--- src/rtl/vga_pkg.sv ---
// Shared timing constants, pixel layout and address helper for the
// framebuffer arbiter.
package vga_pkg;

  localparam logic [10:0] HMAX   = 11'd800;
  localparam logic [10:0] VMAX   = 11'd525;
  localparam logic [10:0] HLINES = 11'd640;
  localparam logic [10:0] VLINES = 11'd480;
  localparam logic [7:0]  FB_W   = 8'd160;

  // hcounter of the last in-line fetch: group FB_W-1 is fetched at 4k-3.
  localparam logic [10:0] LAST_SLOT_H = {1'b0, FB_W - 8'd2, 2'b01};

  // RRRGGGBB pixel: r = [7:5], g = [4:2], b = [1:0].
  typedef struct packed {
    logic [2:0] r;
    logic [2:0] g;
    logic [1:0] b;
  } pixel_t;

  // Which requester owns the RAM port this cycle.
  typedef enum logic [1:0] {
    OWN_IDLE,
    OWN_DISP,
    OWN_CPU
  } ram_owner_t;

  // row*160 + col as shift-add: (row<<7) + (row<<5) + col.
  function automatic logic [15:0] fb_offset(input logic [8:0] row, input logic [7:0] col);
    return {row, 7'b0} + {2'b0, row, 5'b0} + {8'b0, col};
  endfunction

endpackage

--- src/rtl/vga_fb_arbiter_if.sv ---
// CPU-side request/acknowledge bus of the framebuffer arbiter.
interface vga_fb_arbiter_if #(
  parameter int AW = 15
);

  logic          cpu_req;
  logic          cpu_we;
  logic [AW-1:0] cpu_addr;
  logic [7:0]    cpu_wdata;
  logic          cpu_ack;
  logic [7:0]    cpu_rdata;

  modport master (
    output cpu_req, cpu_we, cpu_addr, cpu_wdata,
    input  cpu_ack, cpu_rdata
  );

  modport slave (
    input  cpu_req, cpu_we, cpu_addr, cpu_wdata,
    output cpu_ack, cpu_rdata
  );

endinterface

--- src/rtl/vga_fb_addr_gen.sv ---
// Decides from the scan position whether this cycle is a display fetch,
// and which framebuffer word that fetch reads.
module vga_fb_addr_gen
  import vga_pkg::*;
#(
  parameter int AW = 15
) (
  input  logic [10:0]   hcounter,
  input  logic [10:0]   vcounter,
  output logic          display_slot,
  output logic [AW-1:0] display_addr
);

  logic [10:0] vnext;
  logic        slot_cur;
  logic        slot_next;

  // In-line slots prefetch groups 1..159; the slot at HMAX-2 prefetches
  // group 0 of the following line, wrapping VMAX back to row 0.
  always_comb begin
    vnext        = (vcounter == VMAX) ? 11'd0 : vcounter + 11'd1;
    slot_cur     = (vcounter < VLINES) && (hcounter[1:0] == 2'b01) &&
                   (hcounter <= LAST_SLOT_H);
    slot_next    = (hcounter == HMAX - 11'd2) && (vnext < VLINES);
    display_slot = slot_cur | slot_next;
    if (slot_next)
      display_addr = AW'(fb_offset(vnext[10:2], 8'd0));
    else
      display_addr = AW'(fb_offset(vcounter[10:2], hcounter[9:2] + 8'd1));
  end

endmodule

--- src/rtl/vga_fb_arbiter.sv ---
// Shares one single-port synchronous framebuffer RAM between VGA scan-out
// and a CPU port. Display fetches always win; the CPU fills the gaps.
module vga_fb_arbiter
  import vga_pkg::*;
#(
  parameter int AW = 15
) (
  input  logic          clk,
  input  logic          rst,
  input  logic [10:0]   hcounter,
  input  logic [10:0]   vcounter,
  input  logic          blank,
  output logic          ram_en,
  output logic          ram_we,
  output logic [AW-1:0] ram_addr,
  output logic [7:0]    ram_wdata,
  input  logic [7:0]    ram_rdata,
  vga_fb_arbiter_if.slave cpu,
  output logic [2:0]    red,
  output logic [2:0]    green,
  output logic [1:0]    blue
);

  logic          display_slot;
  logic [AW-1:0] display_addr;
  ram_owner_t    owner;
  logic          disp_pending;
  logic          ack_is_read;
  logic [7:0]    rdata_hold;
  logic [7:0]    nxt_pix;
  logic [7:0]    cur_pix;
  pixel_t        pix_out;
  logic          load_cur;

  vga_fb_addr_gen #(.AW(AW)) u_addr_gen (
    .hcounter     (hcounter),
    .vcounter     (vcounter),
    .display_slot (display_slot),
    .display_addr (display_addr)
  );

  // Arbitration: display first, then a CPU request not already being acked.
  always_comb begin
    owner = OWN_IDLE;
    if (rst)
      owner = OWN_IDLE;
    else if (display_slot)
      owner = OWN_DISP;
    else if (cpu.cpu_req && !cpu.cpu_ack)
      owner = OWN_CPU;
  end

  // Drive the RAM port straight from this cycle's winner.
  always_comb begin
    ram_en    = 1'b0;
    ram_we    = 1'b0;
    ram_addr  = '0;
    ram_wdata = '0;
    if (owner == OWN_DISP) begin
      ram_en   = 1'b1;
      ram_addr = display_addr;
    end else if (owner == OWN_CPU) begin
      ram_en    = 1'b1;
      ram_we    = cpu.cpu_we;
      ram_addr  = cpu.cpu_addr;
      ram_wdata = cpu.cpu_wdata;
    end
  end

  // Track what the RAM will return next cycle and acknowledge the CPU.
  always_ff @(posedge clk or posedge rst) begin
    if (rst) begin
      disp_pending <= 1'b0;
      cpu.cpu_ack  <= 1'b0;
      ack_is_read  <= 1'b0;
      rdata_hold   <= '0;
    end else begin
      disp_pending <= (owner == OWN_DISP);
      cpu.cpu_ack  <= (owner == OWN_CPU);
      ack_is_read  <= (owner == OWN_CPU) && !cpu.cpu_we;
      if (ack_is_read)
        rdata_hold <= ram_rdata;
    end
  end

  // The RAM only presents read data during the ack cycle, so the word is
  // passed through then and held afterwards.
  assign cpu.cpu_rdata = ack_is_read ? ram_rdata : rdata_hold;

  assign load_cur = ((hcounter[1:0] == 2'b11) && (hcounter < HLINES)) ||
                    (hcounter == HMAX);

  // Two-stage pixel pipeline plus the blanked output register.
  always_ff @(posedge clk or posedge rst) begin
    if (rst) begin
      nxt_pix <= '0;
      cur_pix <= '0;
      pix_out <= '0;
    end else begin
      if (disp_pending)
        nxt_pix <= ram_rdata;
      if (load_cur)
        cur_pix <= nxt_pix;
      pix_out <= blank ? '0 : pixel_t'(cur_pix);
    end
  end

  assign red   = pix_out.r;
  assign green = pix_out.g;
  assign blue  = pix_out.b;

endmodule

--- src/flat_wrapper.sv ---
// flat-port wrapper written by rule: the top's interface ports become plain ports
module vga_fb_arbiter_flat import vga_pkg::*;
#(
  parameter int AW = 15
)
  (clk, rst, hcounter, vcounter, blank, ram_en, ram_we, ram_addr, ram_wdata, ram_rdata, red, green, blue, cpu_cpu_req, cpu_cpu_we, cpu_cpu_addr, cpu_cpu_wdata, cpu_cpu_ack, cpu_cpu_rdata);
  vga_fb_arbiter_if #(.AW(AW)) cpu_i ();
  input  logic clk;
  input  logic rst;
  input  logic [10:0] hcounter;
  input  logic [10:0] vcounter;
  input  logic blank;
  output logic ram_en;
  output logic ram_we;
  output logic [AW-1:0] ram_addr;
  output logic [7:0] ram_wdata;
  input  logic [7:0] ram_rdata;
  output logic [2:0] red;
  output logic [2:0] green;
  output logic [1:0] blue;
  input wire logic [$bits(cpu_i.cpu_req)-1:0] cpu_cpu_req;
  input wire logic [$bits(cpu_i.cpu_we)-1:0] cpu_cpu_we;
  input wire logic [$bits(cpu_i.cpu_addr)-1:0] cpu_cpu_addr;
  input wire logic [$bits(cpu_i.cpu_wdata)-1:0] cpu_cpu_wdata;
  output wire logic [$bits(cpu_i.cpu_ack)-1:0] cpu_cpu_ack;
  output wire logic [$bits(cpu_i.cpu_rdata)-1:0] cpu_cpu_rdata;
  assign cpu_i.cpu_req = cpu_cpu_req;
  assign cpu_i.cpu_we = cpu_cpu_we;
  assign cpu_i.cpu_addr = cpu_cpu_addr;
  assign cpu_i.cpu_wdata = cpu_cpu_wdata;
  assign cpu_cpu_ack = cpu_i.cpu_ack;
  assign cpu_cpu_rdata = cpu_i.cpu_rdata;
  vga_fb_arbiter #(.AW(AW)) u_core (.clk(clk), .rst(rst), .hcounter(hcounter), .vcounter(vcounter), .blank(blank), .ram_en(ram_en), .ram_we(ram_we), .ram_addr(ram_addr), .ram_wdata(ram_wdata), .ram_rdata(ram_rdata), .cpu(cpu_i), .red(red), .green(green), .blue(blue));
endmodule
--- config.mk ---
export PLATFORM = sky130hd
export DESIGN_NAME = vga_fb_arbiter_flat
export DESIGN_NICKNAME = d
export VERILOG_FILES = /design/src/rtl/vga_pkg.sv /design/src/rtl/vga_fb_arbiter_if.sv /design/src/rtl/vga_fb_addr_gen.sv /design/src/rtl/vga_fb_arbiter.sv /design/src/flat_wrapper.sv
export SDC_FILE = /design/constraint.sdc
export NUM_CORES = 1
export LEC_CHECK = 0
export BUFFER_PORTS_ARGS = -buffer_cell sky130_fd_sc_hd__buf_2
export CAP_MARGIN = 10
export CORE_ASPECT_RATIO = 2
export CORE_UTILIZATION = 50
export DETAILED_ROUTE_END_ITERATION = 12
export GPL_TIMING_DRIVEN = 0
export PLACE_DENSITY = 0.81
export RECOVER_POWER = 50
export SYNTH_ARGS = -nofsm -noshare
export SYNTH_HDL_FRONTEND = slang
export SYNTH_SLANG_ARGS = --single-unit
export TNS_END_PERCENT = 1
--- constraint.sdc ---
create_clock -name clk -period 3.2 [get_ports clk]
set_input_delay 0.16 -clock clk [delete_from_list [all_inputs] [get_ports clk]]
set_output_delay 0.16 -clock clk [all_outputs]
set_load 0.02 [all_outputs]
==> impl_metrics.env <==
export IMPL_outcome="finished clean"
export IMPL_skew_ns=0.00268
export IMPL_syn_cell_area_um2=2720
export IMPL_fp_dieW_um=54.1
export IMPL_synth_top_family_by_area="simple AND/OR/NAND/NOR gates"
export IMPL_io_pins=100
export IMPL_busiest_layer="met2"
export IMPL_drt_pass1_iter_count=4
export IMPL_slew_headroom=0.289
export IMPL_htree_num_levels=2
export IMPL_post_dp_hpwl_mm=5.87
export IMPL_syn_nets=359
export IMPL_cts_buffers=5
export IMPL_io_buffers=99
export IMPL_max_stage_delay_ns=0.48
export IMPL_dr_total_vias=2580
export IMPL_antenna_found_initial=0
export IMPL_synth_most_common_cell="dfrtp_1"
export IMPL_final_period_utilization=0.964
export IMPL_drive_gt1_frac=0.375
export IMPL_cts_tree="yes"
export IMPL_slowest_stage="fa_1"
export IMPL_met3_usage=0.0443
export IMPL_p_leak_uw=0.00175
export IMPL_start_util=0.524
export IMPL_synth_cell_type_count=48
export IMPL_slew_violations=0
export IMPL_synthTopCellsByCount="dfrtp_1, ha_1, mux2_2, xnor2_1, nand2_1"
export IMPL_layout_nets=467
export IMPL_maxCapViolCount=0
export IMPL_coreArea_um2=5180
export IMPL_r2r_setup_slack_ns=1.59
export IMPL_clock_path_buffers=2
export IMPL_synth_area_leaders="dfrtp_1, ha_1, mux2_2, xnor2_1, and3_1"
export IMPL_crit_fanout=6
export IMPL_cts_clk_slew_worst_paths_ns=0.07
export IMPL_timing_final_ws_setup_ns=0.117
export IMPL_grt_max_degree=22
export IMPL_use_met1=0.245
export IMPL_ys_seq_area_frac=0.322
export IMPL_hp_class="in2async"
export IMPL_place_area_um2=3310
export IMPL_synthDominantCellAreaShare=0.322
export IMPL_synth_edff_count=0
export IMPL_finalWeightedCongestion=0.901
export IMPL_die_area_um2=5750
export IMPL_tns_ns=0
export IMPL_fillers=450
export IMPL_crit_top_cell="buf_2"
export IMPL_die_h_um=106
export IMPL_viasPerCell=5.88
export IMPL_routedWlPerCell_um=16.2
export IMPL_irDropWorstVdd_uv=509
export IMPL_ant_nets=0
export IMPL_hold_viol=0
export IMPL_clkSinkCount=35
export IMPL_num_rows=37
export IMPL_synth_compound_area_share=0.138
export IMPL_synth_xor_area_frac=0.0741
export IMPL_stdcell_area_um2=3450
export IMPL_synth_seq_cells=35
export IMPL_crit_chain="buf_2 > and3_4 > nand3_1 > xor2_1 > fa_1 > inv_1 > fa_2 > a211oi_4 > o21bai_1 > a21oi_2 > xnor2_1 > a32oi_1 > a21bo_1 > buf_2"
export IMPL_clockRootBuffer="clkbuf_8"
export IMPL_path_class="in2out"
export IMPL_antenna_cells=0
export IMPL_yosysWarnings=0
export IMPL_synthCells=272
export IMPL_route_detailed_drc=0
export IMPL_multi_input_area_um2=1820
export IMPL_synthMuxAreaShare=0.0994
export IMPL_layout_area_overhead_vs_synth_pct=27.1
export IMPL_synthAdderAreaFrac=0.142
export IMPL_seq_area_um2=876
export IMPL_drt_iter0_drc=71
export IMPL_worst_pin_slew_ns=1.07
export IMPL_track_usage=0.271
export IMPL_cp_end_kind="output port"
export IMPL_timing_fmax_mhz=324
export IMPL_synth_simple_area_share=0.196
export IMPL_grt_use_met2=0.507
export IMPL_clk_latency_ns=0.29
export IMPL_cp_required_ns=3.04
export IMPL_layout_min_cycle_time_ns=3.08
export IMPL_grt_pass1_vias=2605
export IMPL_powerDensity_nw_per_um2=414
export IMPL_worstPathArrival_ns=2.92
export IMPL_gr_total_overflow=0
export IMPL_synthArstFlopShare=1.00
export IMPL_grt_pass1_wl_mm=11.4
export IMPL_final_core_util=0.666
export IMPL_cp_start_kind="primary input"
export IMPL_synth_flop_cell="dfrtp_1"
export IMPL_syn_avg_cell_area_um2=9.99
export IMPL_drt_total_wl_mm=7.11
export IMPL_hold_ws_ns=0.00799
export IMPL_preCtsSetupSlack_ns=-0.212
export IMPL_synth_top_cell_by_area="dfrtp_1"
export IMPL_setup_viol=0
power by group:
| group | switching [uW] | internal (uW) |
|---|---|---|
| clock | 155 | 252 |
| combinational | 269 | 216 |
| sequential | 24.0 | 513 |
| total | 448 | 981 |
final cells by class:
class	count	share of cell area
inverters	9	0.00978
flip-flops and latches	35	0.254
clock buffers	6	0.0239
clock inverters	2	0.0101
repair buffers	101	0.143
well taps	58	0.0210
plain buffers	9	0.0127
multi-input cells	219	0.526
cell families after synthesis:
kind of cell             Yosys count
AND/OR/NAND/NOR                   92
buffers and inverters             18
XOR/XNOR                          23
AO/OA/AOI/OAI                     51
multiplexers                      24
adder cells (fa/ha/maj)           29
flip-flops                        35
through the flow:
stage,std cells,power (uW)
2_1_floorplan,272,859
3_5_place_dp,430,1020
4_1_cts,438,1440
5_1_grt,439,1510
6_report,439,1430
3_3_place_gp,429,1000
cell usage in the layout (no fill, tap or decap), types with 3 or more instances in the layout:
cell type,instances
mux2_2,24
a21o_1,4
inv_1,9
a32oi_1,5
o21ai_0,9
a22o_1,3
nand2_1,14
nand3_1,9
dfrtp_1,35
buf_2,91
a21oi_1,4
nor2_1,13
a211oi_1,4
clkbuf_8,6
nand2b_1,3
xor2_1,6
ha_1,25
nand4_1,3
xnor2_1,17
clkbuf_1,16
nor3_1,9
nor2b_1,10
a221o_1,3
and3_1,11
worst max-delay path: cells and delay by family:
family / cells / cell delay, ns
and+or+nand+nor: 2 / 0.31
AOI/OAI and AO/OA: 5 / 0.96
buffers and inverters: 3 / 0.36
adders and majority gates: 2 / 0.88
xor gates and xnor gates: 2 / 0.24
registers in the layout, summed over array words and instances (netlist names):
name and flops:
u_core.disp_pending 1, u_core.red 3, u_core.cur_pix 8, u_core.cpu.cpu_ack 1, u_core.rdata_hold 8, u_core.ack_is_read 1
u_core.nxt_pix 8, u_core.green 3, u_core.blue 2
routing by layer:
layer	share of wire	vias to the layer above
li1	-	1224
met1	0.33	1218
met2	0.57	110
met3	0.059	28
met4	0.045	0
met5	0	-
what timing repair did:
item,CTS,global route
endpoints found under the setup margin,2,3
hold buffers,0,0
pin swaps,1,4
resized for setup,4,8
setup buffers,0,1
path summary, 6_finish.rpt:
path                                         start              endpoint  cells after the start
worst max register to register  u_core.cpu.cpu_ack    u_core.ack_is_read                      4
max in group asynchronous                      rst         u_core.red[1]                      3
worst max-delay path                   hcounter[4]          ram_addr[12]                     14
min in group clk                        cpu_cpu_we    u_core.ack_is_read                      2
worst min-delay path                           rst  u_core.rdata_hold[4]                      2
worst min register to register   u_core.cur_pix[7]         u_core.red[2]                      1
Note: power is estimated with default switching activity, not from simulation.
